## config.mk

```make
export PLATFORM = sky130hd
export DESIGN_NAME = ps2_scancode_joymap
export DESIGN_NICKNAME = d
export VERILOG_FILES = /design/src/rtl/joymap_pkg.sv /design/src/rtl/joymap_pulse_stretch.sv /design/src/rtl/ps2_scancode_joymap.sv
export SDC_FILE = /design/constraint.sdc
export NUM_CORES = 1
export LEC_CHECK = 0
export ABC_CLOCK_PERIOD_IN_PS = 2800
export BUFFER_PORTS_ARGS = -buffer_cell sky130_fd_sc_hd__buf_2
export CORE_ASPECT_RATIO = 0.5
export CORE_MARGIN = 2
export CORE_UTILIZATION = 30
export CTS_CLUSTER_DIAMETER = 40
export CTS_CLUSTER_SIZE = 16
export DETAILED_ROUTE_END_ITERATION = 12
export GPL_ROUTABILITY_DRIVEN = 0
export PLACE_DENSITY = 0.47
export SETUP_SLACK_MARGIN = 0.2
export SKIP_CTS_REPAIR_TIMING = 1
export SLEW_MARGIN = 0
export SYNTH_ARGS = -nofsm -noshare
export SYNTH_HDL_FRONTEND = slang
export SYNTH_HIERARCHICAL = 1
export SYNTH_SLANG_ARGS = --single-unit
```

## constraint.sdc

```tcl
create_clock -name clk -period 2.8 [get_ports clk]
set_input_delay 0.84 -clock clk [delete_from_list [all_inputs] [get_ports clk]]
set_output_delay 0.84 -clock clk [all_outputs]
set_load 0.01 [all_outputs]
```

## src/rtl/joymap_pkg.sv

```systemverilog
// Shared types, bit positions, scancodes and key-decode helpers for the PS/2 joystick mapper.
package joymap_pkg;

   typedef enum logic [1:0] {
      ST_IDLE,
      ST_EXT,
      ST_BRK,
      ST_EXT_BRK
   } joyState_e;

   localparam int JOY_UP     = 0;
   localparam int JOY_DOWN   = 1;
   localparam int JOY_LEFT   = 2;
   localparam int JOY_RIGHT  = 3;
   localparam int JOY_FIRE   = 4;
   localparam int JOY_START1 = 5;
   localparam int JOY_START2 = 6;
   localparam int JOY_COIN   = 7;
   localparam int JOY_FIRE2  = 8;
   localparam int JOY_W      = 9;
   localparam int JOY_S      = 10;
   localparam int JOY_A      = 11;
   localparam int JOY_D      = 12;
   localparam int JOY_BITS   = 13;

   localparam int CTRL_SCRLK = 0;
   localparam int CTRL_F2    = 1;
   localparam int CTRL_F12   = 2;

   localparam logic [7:0] SC_E0       = 8'hE0;
   localparam logic [7:0] SC_F0       = 8'hF0;
   localparam logic [7:0] SC_SCRLK    = 8'h7E;
   localparam logic [7:0] SC_F2       = 8'h06;
   localparam logic [7:0] SC_F12      = 8'h07;
   localparam logic [7:0] SC_BAT_OK   = 8'hAA;
   localparam logic [7:0] SC_BAT_FAIL = 8'hFC;

   // Aliased keys (fire, coin) share one bit, so a break of either alias clears it.
   function automatic logic [JOY_BITS-1:0] keyMask(input logic ext, input logic [7:0] code);
      logic [JOY_BITS-1:0] m;
      m = '0;
      if (ext) begin
         case (code)
            8'h75:   m[JOY_UP]    = 1'b1;
            8'h72:   m[JOY_DOWN]  = 1'b1;
            8'h6B:   m[JOY_LEFT]  = 1'b1;
            8'h74:   m[JOY_RIGHT] = 1'b1;
            8'h14:   m[JOY_FIRE]  = 1'b1;
            default: m = '0;
         endcase
      end else begin
         case (code)
            8'h29, 8'h14: m[JOY_FIRE]   = 1'b1;
            8'h16:        m[JOY_START1] = 1'b1;
            8'h1E:        m[JOY_START2] = 1'b1;
            8'h2E, 8'h26: m[JOY_COIN]   = 1'b1;
            8'h11:        m[JOY_FIRE2]  = 1'b1;
            8'h1D:        m[JOY_W]      = 1'b1;
            8'h1B:        m[JOY_S]      = 1'b1;
            8'h1C:        m[JOY_A]      = 1'b1;
            8'h23:        m[JOY_D]      = 1'b1;
            default:      m = '0;
         endcase
      end
      return m;
   endfunction

   function automatic logic [2:0] ctrlMask(input logic ext, input logic [7:0] code);
      logic [2:0] m;
      m = '0;
      if (!ext) begin
         case (code)
            SC_SCRLK: m[CTRL_SCRLK] = 1'b1;
            SC_F2:    m[CTRL_F2]    = 1'b1;
            SC_F12:   m[CTRL_F12]   = 1'b1;
            default:  m = '0;
         endcase
      end
      return m;
   endfunction

endpackage

```

## src/rtl/joymap_pulse_stretch.sv

```systemverilog
// Stretches a single-cycle trigger into a LEN-cycle registered pulse; triggers while busy are dropped.
module joymap_pulse_stretch #(
   parameter int LEN   = 16,
   parameter int CNT_W = 13
) (
   input  logic clk_i,
   input  logic reset_i,
   input  logic trigger_i,
   output logic pulse_o
);

   logic             pulse_q;
   logic [CNT_W-1:0] cnt_q;

   // The counter holds the number of high cycles remaining after the current one.
   always_ff @(posedge clk_i) begin
      if (reset_i) begin
         pulse_q <= 1'b0;
         cnt_q   <= '0;
      end else if (pulse_q) begin
         if (cnt_q == '0) begin
            pulse_q <= 1'b0;
         end else begin
            cnt_q <= cnt_q - CNT_W'(1);
         end
      end else if (trigger_i) begin
         pulse_q <= 1'b1;
         cnt_q   <= CNT_W'(LEN - 1);
      end
   end

   assign pulse_o = pulse_q;

endmodule

```

## src/rtl/ps2_scancode_joymap.sv

```systemverilog
// PS/2 set-2 scancode decoder producing a held-key joystick bitmap and stretched control pulses.
// Optional macro JOYMAP_BAT_CLEAR_EN: keyboard self-test bytes (AA/FC) in IDLE clear all held keys.
module ps2_scancode_joymap
   import joymap_pkg::*;
#(
   parameter int PULSE_LEN  = 16,
   parameter int RESET_HOLD = 4096,
   parameter int CNT_W      = 13
) (
   input  logic        clk,
   input  logic        reset,
   input  logic        kbdint,
   input  logic [7:0]  kbdscancode,
   output logic [12:0] joyBCPPFRLDU,
   output logic        change_scandoubler,
   output logic        change_scanlines,
   output logic        reset_out
);

   joyState_e      state_q, state_d;
   logic [12:0]    joy_q, joy_d;
   logic [2:0]     ctrlHeld_q, ctrlHeld_d;
   logic [2:0]     ctrlTrig;
   logic           doMake, doBreak, isExt, batClear;
   logic [12:0]    keyBits;
   logic [2:0]     ctrlBits;

   always_comb begin
      state_d = state_q;
      doMake  = 1'b0;
      doBreak = 1'b0;
      isExt   = 1'b0;
      if (kbdint) begin
         case (state_q)
            ST_IDLE: begin
               if (kbdscancode == SC_E0)      state_d = ST_EXT;
               else if (kbdscancode == SC_F0) state_d = ST_BRK;
               else                           doMake  = 1'b1;
            end
            ST_EXT: begin
               if (kbdscancode == SC_F0) begin
                  state_d = ST_EXT_BRK;
               end else if (kbdscancode != SC_E0) begin
                  doMake  = 1'b1;
                  isExt   = 1'b1;
                  state_d = ST_IDLE;
               end
            end
            ST_BRK: begin
               doBreak = 1'b1;
               state_d = ST_IDLE;
            end
            ST_EXT_BRK: begin
               doBreak = 1'b1;
               isExt   = 1'b1;
               state_d = ST_IDLE;
            end
            default: state_d = ST_IDLE;
         endcase
      end
   end

   assign keyBits  = keyMask(isExt, kbdscancode);
   assign ctrlBits = ctrlMask(isExt, kbdscancode);

`ifdef JOYMAP_BAT_CLEAR_EN
   assign batClear = kbdint && (state_q == ST_IDLE) &&
                     ((kbdscancode == SC_BAT_OK) || (kbdscancode == SC_BAT_FAIL));
`else
   assign batClear = 1'b0;
`endif

   // Pulses fire only on a 0->1 edge of the held bit, so typematic repeats are silent.
   always_comb begin
      joy_d      = joy_q;
      ctrlHeld_d = ctrlHeld_q;
      ctrlTrig   = '0;
      if (batClear) begin
         joy_d      = '0;
         ctrlHeld_d = '0;
      end else if (doMake) begin
         joy_d      = joy_q | keyBits;
         ctrlHeld_d = ctrlHeld_q | ctrlBits;
         ctrlTrig   = ctrlBits & ~ctrlHeld_q;
      end else if (doBreak) begin
         joy_d      = joy_q & ~keyBits;
         ctrlHeld_d = ctrlHeld_q & ~ctrlBits;
      end
   end

   always_ff @(posedge clk) begin
      if (reset) begin
         state_q    <= ST_IDLE;
         joy_q      <= '0;
         ctrlHeld_q <= '0;
      end else begin
         state_q    <= state_d;
         joy_q      <= joy_d;
         ctrlHeld_q <= ctrlHeld_d;
      end
   end

   assign joyBCPPFRLDU = joy_q;

   joymap_pulse_stretch #(.LEN(PULSE_LEN), .CNT_W(CNT_W)) uScrlk (
      .clk_i     (clk),
      .reset_i   (reset),
      .trigger_i (ctrlTrig[CTRL_SCRLK]),
      .pulse_o   (change_scandoubler)
   );

   joymap_pulse_stretch #(.LEN(PULSE_LEN), .CNT_W(CNT_W)) uF2 (
      .clk_i     (clk),
      .reset_i   (reset),
      .trigger_i (ctrlTrig[CTRL_F2]),
      .pulse_o   (change_scanlines)
   );

   joymap_pulse_stretch #(.LEN(RESET_HOLD), .CNT_W(CNT_W)) uF12 (
      .clk_i     (clk),
      .reset_i   (reset),
      .trigger_i (ctrlTrig[CTRL_F12]),
      .pulse_o   (reset_out)
   );

endmodule

```

# Word-level counts from Yosys, hierarchy flattened

Cells that the tools add are included.

Add/sub/neg operators: 3
Equality and inequality tests: 29
Mux-type cells: 57
Bitwise operators: 8
Reduce and logical (&&, ||, !) cells: 15

Operator list:

| cell                                                                  | count |
|---|---|
| 13-bit two-way mux                                                    | 12 |
| 8-bit by 5-bit == test with 1-bit output (second input constant)      | 7 |
| 8-bit by 7-bit == test with 1-bit output (second input constant)      | 5 |
| 13-bit zero test                                                      | 3 |
| 13-bit by 1-bit subtractor with 13-bit output (second input constant) | 3 |
| 1-bit two-way mux                                                     | 34 |
| 8-bit by 6-bit == test with 1-bit output (second input constant)      | 4 |
| 8-bit by 3-bit == test with 1-bit output (second input constant)      | 2 |
| 8-bit == test (second input constant)                                 | 2 |
| 13-bit bitwise AND                                                    | 1 |
| 13-bit inverter                                                       | 1 |
| 13-bit bitwise OR                                                     | 1 |
| 3-bit two-way mux                                                     | 4 |
| 2-bit two-way mux                                                     | 4 |
| 8-bit inequality test (second input constant)                         | 1 |
| 2-bit nonzero test                                                    | 4 |
| 3-bit bitwise AND                                                     | 2 |
| 2-bit inequality test (second input constant)                         | 3 |
| 3-bit inequality test (second input constant)                         | 2 |
| 3-bit inverter                                                        | 2 |
| 2-bit one-hot mux with 3 select lines                                 | 1 |
| 2-bit AND reduction                                                   | 3 |
| 2-bit OR reduction                                                    | 3 |
| 2-bit == test (second input constant)                                 | 2 |
| other kinds (5)                                                       | 6 |

Register bits after elaboration: 60
Bits of input ports: 11
Output and inout port bits: 16
Word-level logic and storage cells: 121

# Longest topological paths before layout

Depth after elaboration: 10
Depth in mapped cells: 9
Depth with buffers taken out: 8

# Hierarchy

Netlist, hierarchy kept.

Modules (own cells, without submodules):

| module                          | instances | cells each | area an instance (µm²) | sequential area each (µm²) |
|---|---|---|---|---|
| joymap_pulse_stretch at uF2 ... | 2         | 85         | 745.7                  | 280.3 |
| ps2_scancode_joymap             | 1         | 127        | 1044.8                 | 360.3 |
| joymap_pulse_stretch at uF12    | 1         | 94         | 824.5                  | 280.3 |

# Worst setup path after synthesis

No wires, ideal clock.

Kind: input to register
Start point: input kbdscancode[5]
End point: register uF12.cnt_q[7]
Setup time: 0.088 ns
Arrival: 2.775 ns
Data required time: 2.712 ns
Setup slack: -0.063 ns
Stages on the path: 8
Path buffers: 0
Cells stage by stage: or3_1 -> or3_1 -> nand2b_1 -> nor4_1 -> nand2b_1 -> nand2b_1 -> a41oi_1 -> a311oi_2

Word-level cells in the longest chain between the ends: 10
Elaborated cells on any way between the ends: 18
Those cells by class: eq/ne: 4; mux: 11; bitwise: 1; reduce/logical: 2

RTL lines:

| item                                     | RTL line                   | text |
|---|---|---|
| start, declared                          | ps2_scancode_joymap.sv:13  | `input logic [7:0] kbdscancode,` |
| 8-bit inequality test                    | ps2_scancode_joymap.sv:43  | `end else if (kbdscancode != SC_E0) begin` |
| 1-bit two-way mux                        | ps2_scancode_joymap.sv:43  |  |
| 1-bit two-way mux                        | ps2_scancode_joymap.sv:41  | `if (kbdscancode == SC_F0) begin` |
| 1-bit one-hot mux with 2 select lines    | ps2_scancode_joymap.sv:34  | `case (state_q)` |
| 1-bit two-way mux                        | ps2_scancode_joymap.sv:33  | `if (kbdint) begin` |
| 3-bit two-way mux                        | joymap_pkg.sv:71           | `if (!ext) begin` |
| 3-bit bitwise AND                        | ps2_scancode_joymap.sv:84  | `ctrlTrig = ctrlBits & ~ctrlHeld_q;` |
| 3-bit two-way mux (*)                    | ps2_scancode_joymap.sv:81  | `end else if (doMake) begin` |
| net ctrlTrig[2]                          | ps2_scancode_joymap.sv:23  | `logic [2:0] ctrlTrig;` |
| 2-bit nonzero test (no source line) (*)  | --                         |  |
| 2-bit AND reduction (no source line) (*) | --                         |  |
| end signal, assigned                     | joymap_pulse_stretch.sv:24 | `cnt_q <= cnt_q - CNT_W'(1);` |
| end signal, assigned                     | joymap_pulse_stretch.sv:28 | `cnt_q <= CNT_W'(LEN - 1);` |
| end, declared                            | joymap_pulse_stretch.sv:13 | `logic [CNT_W-1:0] cnt_q;` |

The timed path passes the listed nets; every way through them passes the cells marked *.
A chain may end at the register's enable or synchronous reset.

# Final worst setup path

Same ends and word-level chain as after synthesis.

==> flow_metrics.tcl <==
set metrics [dict create \
    layout.nets 456 \
    cp.arrival_ns 2.72 \
    n_antenna_cell 0 \
    netlist.area_leader.share_pct 35.74 \
    worstMarginPinSlew_ns 0.5705 \
    crit_type "in2reg" \
    cts_root_buf "clkbuf_16" \
    reg2reg_setup_slack_ns 0.71 \
    hold_slack_ns 0.4595 \
    dp_slack_ns -0.02911 \
    power_frac_comb_pct 5.2 \
    yosysWarnings 6 \
    multi_input_area_sq_mm 0.002054 \
    ys_top_cells_by_area "dfxtp_1 (36%), mux2i_1 (6.0%), nor4_1 (3.7%), nor2_1 (3.7%), a21oi_1 (3.0%)" \
    grt_pass1_vias 2990 \
    fin_ws_ns 0.3139 \
    ys.flop_type "dfxtp_1" \
    drtIter0Drc 164 \
    yosysUniqueCellTypes 58 \
    synth_nets 408 \
    seqCellArea_sq_mm 0.001201 \
    endpoint_kind "flip-flop" \
    remaining_drc_errors 0 \
    slew-limit-headroom_pct 61.80 \
    critPathLaunch "kbdscancode[5]" \
    critPathRequiredTime_ns 3.03 \
    synth_edf_count 0 \
    status "complete, no violations" \
    clockPowerShare_pct 53.4 \
    setup.worst_path.end "uF12/cnt_q[7]" \
    rsz0062_at_grt "true" \
    grt_max_degree 31 \
    synth_cells 391 \
    cts_buffers 9 \
    fillers 1158 \
    ioPinCount 27 \
    period_share_pct 88.79 \
    placed_area_sq_mm 0.003839 \
    port_buffers 26 \
    die_area_sq_mm 0.01212 \
    via_count 3042 \
    htree_levels 3 \
    grt_pass1_wl_um 14400 \
    hpwl_um 5846 \
    grtUsageMet3_pct 4.367 \
    hold_viol_final 0 \
    p_sw_w 0.0004506 \
    ys_seq_area_share_pct 35.74 \
    antenna_found_initial 0 \
    die_width_um 153.7 \
    grt.total_usage_pct 14.53 \
    grt_util_met1_pct 18.93 \
    r2r-start "state_q[1]" \
    startpoint_type "input port" \
    yosys.area.top_type "dfxtp_1" \
    initial_utilization_pct 30.70 \
    slew_violations 0 \
    die_h_um 78.84 \
    clk_pin_slew_ns 0.05 \
    core_area_sq_mm 0.01095 \
    finalWirelength_um 8073 \
    clockBufferDepth 2 \
    max_clock_freq_mhz 402.2 \
    p_int_w 0.001628 \
    rr_worst_depth 9 \
    firstDrtPassIters 4 \
    fin_tns_setup_ns 0 \
    crit_fanout 4 \
    drt-wirelength-per-cell_um 13.71 \
    postLayoutCellArea_sq_mm 0.004144 \
    ir_worst_vdd_v 0.0002636 \
    cts_tree "yes" \
    finClkSkew_ns 0.004742 \
    drive_above_1_share_pct 23.42 \
    clkLatencyLatePin_ns 0.33 \
    p_per_area_mw_per_mm2 501.6 \
    synth-seq-cells 60 \
    area_growth_pct 23.31 \
    ant_nets 0 \
    syn_area_per_cell_sq_um 8.595 \
    synth_top_cells_by_count "dfxtp_1 (60), nor2_1 (33), nand2_1 (23)" \
    clock_sinks 60 \
    pwr-share-seq_pct 41.4 \
    syn_area_sq_mm 0.003361 \
    setup_viol 0 \
    gr-usage-met2_pct 22.84 \
    grt_overflow 0 \
    busiest_layer "met2" \
    synth_most_common_cell "dfxtp_1" \
    p_leak_nw 1.496 \
    via_per_inst 5.165 \
    drv_cap 0 \
    r2r_end "uF12/cnt_q[7]" \
    switching_share_pct 21.68 \
    rows 27 \
    hold_class "reg2reg" \
    layout_min_cycle_time_ns 2.486 \
    async_reset_ff_share_pct 0 \
]
## worst min path at each step
stage                       end        startpoint  cells after the start  slack, ns
5_1_grt        uScrlk/cnt_q[11]  uScrlk/cnt_q[11]                      2       0.48
6_report          uF2/cnt_q[11]     uF2/cnt_q[11]                      2       0.46
2_1_floorplan     uF2/cnt_q[11]     uF2/cnt_q[11]                      2       0.44
3_3_place_gp      uF2/cnt_q[11]     uF2/cnt_q[11]                      2       0.45
3_5_place_dp   uScrlk/cnt_q[11]  uScrlk/cnt_q[11]                      2       0.46
4_1_cts        uScrlk/cnt_q[11]  uScrlk/cnt_q[11]                      2       0.46
## power by group through the flow
stage / combinational (W) / sequential (W) / clock [W]
2_1_floorplan: 0.0000621 / 0.000876 / 0
3_5_place_dp: 0.000107 / 0.000878 / 0
3_3_place_gp: 0.000109 / 0.000878 / 0
4_1_cts: 0.000108 / 0.000860 / 0.00114
5_1_grt: 0.000120 / 0.000860 / 0.00119
6_report: 0.000107 / 0.000861 / 0.00111
## worst max-delay path: stages
cell	delay (ns)
buf_2	0.10
or3_1	0.39
or3_1	0.34
nand2b_4	0.15
buf_4	0.13
nor4_4	0.19
nand2b_1	0.16
nand2b_1	0.10
a41oi_1	0.05
a311oi_2	0.27
## metrics by stage
stage / std cells / total power, W / util [%]
floorplan: 391 / 0.0009384 / -
global placement: 573 / 0.0009873 / 35.07
detailed placement: 573 / 0.0009856 / 35.07
CTS: 589 / 0.002113 / 37.84
global route: 589 / 0.002167 / 37.86
finish: 589 / 0.002078 / 37.86
## placed cells by master, fill, tap and decap left out, drive strengths merged, types with 2 or more instances in the layout
| master | netlist | final |
|---|---|---|
| mux2i | 20 | 20 |
| a21boi | 2 | 2 |
| nor4b | 3 | 3 |
| a311oi | 3 | 3 |
| o21ai | 11 | 11 |
| a31oi | 6 | 6 |
| nand4b | 3 | 3 |
| nand3 | 14 | 14 |
| a21oi | 20 | 20 |
| nand2 | 23 | 23 |
| buf | 6 | 54 |
| dfxtp | 60 | 60 |
| and3 | 4 | 4 |
| o41ai | 4 | 4 |
| nand4bb | 2 | 2 |
| o22ai | 2 | 2 |
| clkinv | 0 | 4 |
| or3 | 18 | 18 |
| a41oi | 5 | 5 |
| o21a | 2 | 2 |
| nor2b | 8 | 8 |
| nor2 | 33 | 33 |
| nand4 | 9 | 9 |
| nand3b | 6 | 6 |
| nand2b | 13 | 13 |
| clkbuf | 11 | 11 |
| or4 | 8 | 8 |
| inv | 17 | 17 |
| nor4 | 22 | 22 |
| ha | 6 | 6 |
| nor3 | 15 | 15 |
| or4b | 2 | 2 |
| o211ai | 2 | 2 |
| a221oi | 2 | 2 |
| o31ai | 9 | 9 |
| or2 | 10 | 10 |
## cell families (layout without fill, tap and decap cells)
kind of cell / Yosys count / after routing / synth area share [%]
and+or+nand+nor: 196 / 196 / 35.93
AOI/OAI and AO/OA: 74 / 74 / 15.75
DFF: 60 / 60 / 35.74
buffers and inverters: 34 / 87 / 4.132
muxes: 20 / 20 / 5.957
adders and majority gates: 6 / 6 / 2.234
xor gates and xnor gates: 1 / 1 / 0.2607
## cell type report
type | instances | share of cell area, %
multi-input combinational | 297 | 49.58
sequential | 60 | 28.99
timing repair buffer | 54 | 8.213
clock buffer | 11 | 6.099
tap | 145 | 4.378
inverter | 17 | 1.540
clock inverter | 5 | 1.208
## layer usage
layer / part of all wire, % / up-vias
met3: 3.7 / 13
met2: 43 / 49
li1: - / 1574
met4: 1.6 / 0
met5: 0 / -
met1: 52 / 1406
(Power assumes the default switching activity.)
